--- src/rtl/sipo_deserializer.sv ---
// Serial-in/parallel-out deserializer with a one-word output holding register.
// Optional even-parity checking is enabled by defining SIPO_PARITY_EN.
module sipo_deserializer #(
  parameter int WIDTH     = 4,
  parameter bit MSB_FIRST = 1'b1
) (
  input  logic             clk,
  input  logic             rst_n,
  input  logic             ser_in,
  input  logic             ser_valid,
  output logic             ser_ready,
  output logic [WIDTH-1:0] par_out,
  output logic             par_valid,
  input  logic             par_ready,
  output logic             par_err
);

`ifdef SIPO_PARITY_EN
  localparam int NBITS = WIDTH + 1;
`else
  localparam int NBITS = WIDTH;
`endif
  localparam int CNT_W = $clog2(WIDTH + 1);

  typedef enum logic {COLLECT = 1'b0, STALL = 1'b1} state_t;

  state_t           state, state_nxt;
  logic [CNT_W-1:0] bit_cnt;
  logic [WIDTH-1:0] sreg, sreg_nxt;
  logic             accept, word_done, load_now, unload_stall;

  function automatic logic [WIDTH-1:0] shift_in(input logic [WIDTH-1:0] cur, input logic b);
    if (MSB_FIRST) return {cur[WIDTH-2:0], b};
    else           return {b, cur[WIDTH-1:1]};
  endfunction

  assign accept       = ser_valid & ser_ready;
  assign word_done    = accept & (bit_cnt == CNT_W'(NBITS - 1));
  assign load_now     = word_done & (~par_valid | par_ready);
  assign unload_stall = (state == STALL) & par_ready;

`ifdef SIPO_PARITY_EN
  // The trailing parity bit is not shifted into the data register.
  assign sreg_nxt = (bit_cnt == CNT_W'(WIDTH)) ? sreg : shift_in(sreg, ser_in);
`else
  assign sreg_nxt = shift_in(sreg, ser_in);
`endif

  always_ff @(posedge clk) begin
    if (!rst_n) state <= COLLECT;
    else        state <= state_nxt;
  end

  always_comb begin
    state_nxt = state;
    case (state)
      COLLECT: if (word_done && par_valid && !par_ready) state_nxt = STALL;
      STALL:   if (par_ready) state_nxt = COLLECT;
      default: state_nxt = COLLECT;
    endcase
  end

  always_comb begin
    ser_ready = (state == COLLECT);
  end

  always_ff @(posedge clk) begin
    if (!rst_n) begin
      bit_cnt   <= '0;
      sreg      <= '0;
      par_out   <= '0;
      par_valid <= 1'b0;
    end else begin
      if (load_now) begin
        par_out   <= sreg_nxt;
        par_valid <= 1'b1;
      end else if (unload_stall) begin
        par_out   <= sreg;
        par_valid <= 1'b1;
      end else if (par_valid && par_ready) begin
        par_valid <= 1'b0;
      end

      // A completed word that cannot be handed off stays in sreg until STALL drains.
      if (accept) begin
        if (word_done) begin
          bit_cnt <= load_now ? '0 : bit_cnt;
          sreg    <= load_now ? '0 : sreg_nxt;
        end else begin
          bit_cnt <= bit_cnt + CNT_W'(1);
          sreg    <= sreg_nxt;
        end
      end else if (unload_stall) begin
        bit_cnt <= '0;
        sreg    <= '0;
      end
    end
  end

`ifdef SIPO_PARITY_EN
  logic par_acc, par_acc_nxt, par_err_q;

  assign par_acc_nxt = par_acc ^ ser_in;

  always_ff @(posedge clk) begin
    if (!rst_n) begin
      par_acc   <= 1'b0;
      par_err_q <= 1'b0;
    end else begin
      if (load_now)          par_err_q <= par_acc_nxt;
      else if (unload_stall) par_err_q <= par_acc;

      if (accept)            par_acc <= load_now ? 1'b0 : par_acc_nxt;
      else if (unload_stall) par_acc <= 1'b0;
    end
  end

  assign par_err = par_err_q;
`else
  assign par_err = 1'b0;
`endif

endmodule

--- config.mk ---
export PLATFORM = sky130hd
export DESIGN_NAME = sipo_deserializer
export DESIGN_NICKNAME = d
export VERILOG_FILES = /design/src/rtl/sipo_deserializer.sv
export SDC_FILE = /design/constraint.sdc
export NUM_CORES = 1
export LEC_CHECK = 0
export CAP_MARGIN = 15
export CORE_AREA = 3 3 40 42
export DETAILED_ROUTE_END_ITERATION = 16
export DIE_AREA = 0 0 43 45
export GPL_ROUTABILITY_DRIVEN = 1
export GPL_TIMING_DRIVEN = 1
export PLACE_DENSITY_LB_ADDON = 0.1
export SKIP_CTS_REPAIR_TIMING = 1
export SLEW_MARGIN = 25
export SYNTH_ARGS = -nofsm -noshare
export SYNTH_HDL_FRONTEND = slang
export SYNTH_SLANG_ARGS = --single-unit
--- constraint.sdc ---
create_clock -name clk -period 1.55 [get_ports clk]
set_input_delay 0.465 -clock clk [delete_from_list [all_inputs] [get_ports clk]]
set_output_delay 0.465 -clock clk [all_outputs]
set_load 0.1 [all_outputs]
==> out/metrics.yaml <==
outcome:
  status: "completed"
timing:
  fin_crit_sh_pct: 93.02
  rsz0062_at_grt: "false"
  post-route-min-period_ns: 1.442
  slew_viol_final: 0
  finalSetupTns_ns: 0
  hold_viol_final: 0
  setup_viol: 0
  finClkSkew_ns: 0.01028
  max_freq_mhz: 693.5
floorplanning:
  start_util_pct: 48.39
  dieArea_um2: 1935
  rows: 13
  die_h_um: 45
  core_area_um2: 1285
  fp.dieW_um: 43
  ioPinCount: 12
route:
  drtIter0Drc: 24
  drcViolationCount: 0
  wl_per_cell_um: 13.61
  dr.pass1.iters: 4
  routed_wl_mm: 1.320
  ant_nets: 0
  vias: 556
  via_per_inst: 5.732
synthesis:
  synthCells: 66
  syn_area_um2: 621.8
  ys_top_cells_by_count: "dfxtp_1 (13), a21oi_1 (10), nand2_1 (6)"
  synth_area_leaders: "dfxtp_1 (42%), a21oi_1 (8.0%), mux2i_1 (6.4%)"
  yosys.cell_count.top_type: "dfxtp_1"
  synth_nets: 72
  synth_cell_type_count: 25
  avgSynthCellArea_um2: 9.422
  synthArstFlopShare_pct: 0
  yosysWarnings: 0
  synth-seq-cells: 13
  ys.flop_type: "dfxtp_1"
  synth_top_area_share_pct: 41.85
  synth_seq_area_share_pct: 41.85
  yosys.area.top_type: "dfxtp_1"
  synth-edff-count: 0
setup_path:
  cp_slowest_cell: "clkdlybuf4s50_1"
  path_common_cell: "buf_4"
  worst-path-buf-inv: 3
  path_cells: "clkdlybuf4s50_1 > buf_4 > mux2i_2 > buf_4 > nand2_1 > a21oi_1"
  crit_type: "input pin to register"
  crit_arrival_ns: 1.65
  ff2ff_path_depth: 4
  cp_top_family: "buffers and inverters"
  reg2reg_from: "bit_cnt[0]"
  worstSetupStartpointType: "input pin"
  crit_cells: 6
  crit_fanout: 3
  worstSetupEndpoint: "sreg[0]"
  required_ns: 1.76
  crit_path_end_kind: "register"
  cpPeakStageDelay_ns: 0.45
  rr_endpoint: "par_out[2]"
  critPathLaunch: "par_ready"
  r2r_slack_ns: 0.18
clocking:
  cts_tree: "done"
  cts_sinks: 13
  ctsRootBufferMaster: "clkbuf_4"
  insertion_delay_ns: 0.29
  cts_htree_levels: 1
  numCtsBuffers: 3
  cts.path.max_buffers: 2
  cts.clk_slew.worst_paths_ns: 0.07
layout:
  final_layout_size_suffix_gt1_share_pct: 28.05
  fin_nets: 89
  syn2layout_area_growth_pct: 36.62
  final_cells: 97
  n_antenna_cell: 0
min_path:
  min_path_cells: 2
  hold_path_class: "register to register"
global_routing:
  antenna_found_initial: 0
  grt-ovfl-total: 0
  grt_start_max_net_pins: 10
  grt_pass1_wl_mm: 2.159
  track_usage_pct: 15.56
  grt_pass1_vias: 501
placed_design:
  gp_congestion: 0.8568
  dp.cells: 93
  place_hpwl_um: 951.3
  portBuffers: 10
power:
  ir_worst_vdd_mv: 0.5055
  p_per_area_nw_per_um2: 794.1
  p_leak_nw: 0.3349
job:
  drv_cap: 0
## routing by layer
layer  global-route usage [%]  part of all wire [%]  up-vias  routed length [um]
met5                        0                     0        -                   0
met4                    12.65                   2.1        0                  28
met3                    3.586                   5.9        4                  78
met2                    22.75                    45       17                 589
met1                    19.56                    47      261                 624
li1                         -                     -      274                   -
## how the worst min path moves through the flow
stage | start | to | slack [ns]
4_1_cts | sreg[3] | sreg[3] | 0.46
2_1_floorplan | bit_cnt[2] | bit_cnt[2] | 0.43
3_3_place_gp | bit_cnt[2] | bit_cnt[2] | 0.44
6_report | sreg[3] | sreg[3] | 0.45
3_5_place_dp | sreg[3] | sreg[3] | 0.45
5_1_grt | bit_cnt[2] | bit_cnt[2] | 0.49
## logic make-up (layout without fill, tap and decap cells)
group	after synthesis	count (layout)	synth area share (%)
buffers and inverters	7	23	6.839
AOI/OAI and AO/OA	23	23	24.75
DFF	13	13	41.85
and+or+nand+nor	16	16	15.29
other	1	1	0.6030
muxes	5	5	8.652
adders and majority gates	1	1	2.012
## per-stage QoR
stage / power (mW) / util [%] / area (um2) / hold slack [ns] / setup slack, ns
finish: 0.6746 / 66.11 / 849.6 / 0.4547 / 0.1081
global route: 0.7072 / 66.11 / 849.6 / 0.4886 / 0.05774
CTS: 0.6852 / 65.82 / 845.8 / 0.4584 / -0.02559
detailed placement: 0.4647 / 63.78 / 819.5 / 0.4475 / -0.3181
global placement: 0.4632 / 63.78 / 819.5 / 0.4396 / -0.2598
floorplan: 0.4255 / - / 623.1 / 0.4280 / 0.1450
## worst register-to-register path, delay by kind of cell (launching register included)
family,cells,cell delay (ns)
AOI/OAI and AO/OA,2,0.51
DFF,1,0.37
adders and majority gates,1,0.19
and+or+nand+nor,1,0.17
## final cells by class
type                            instances  area [um2]
Tap cell                               15       18.77
Inverter                                2       7.507
Clock buffer                            4       26.28
Multi-Input combinational cell         46       321.6
Sequential cell                        13       262.8
Timing Repair Buffer                   17       212.7
Fill cell                             115       435.4
## state kept, by name, indices dropped and copies added, names as in the netlist
name,count
par_valid,1
bit_cnt,3
par_out,4
sreg,4
state,1
## power breakdown
part	switching (mW)	total [mW]	internal (mW)
clock network	0.117	0.217	0.100
logic	0.0621	0.106	0.0438
registers	0.00821	0.351	0.343
total	0.187	0.675	0.487
## cells in the final DEF, fill, tap and decap left out, drive strengths merged
| master | Yosys | final |
|---|---|---|
| dfxtp | 13 | 13 |
| nand2b | 3 | 3 |
| a31oi | 2 | 2 |
| clkdlybuf4s50 | 0 | 4 |
| a21oi | 11 | 11 |
| nor3 | 1 | 1 |
| o211ai | 4 | 4 |
| clkbuf | 1 | 4 |
| conb | 1 | 1 |
| nand4 | 1 | 1 |
| inv | 2 | 2 |
| nand2 | 6 | 6 |
| and2b | 1 | 1 |
| nand3 | 2 | 2 |
| o21ai | 1 | 1 |
| a211oi | 1 | 1 |
| nor2b | 2 | 2 |
| mux2i | 5 | 5 |
| buf | 4 | 13 |
| o41ai | 4 | 4 |
| ha | 1 | 1 |
Power figures use the tool's default switching activity.
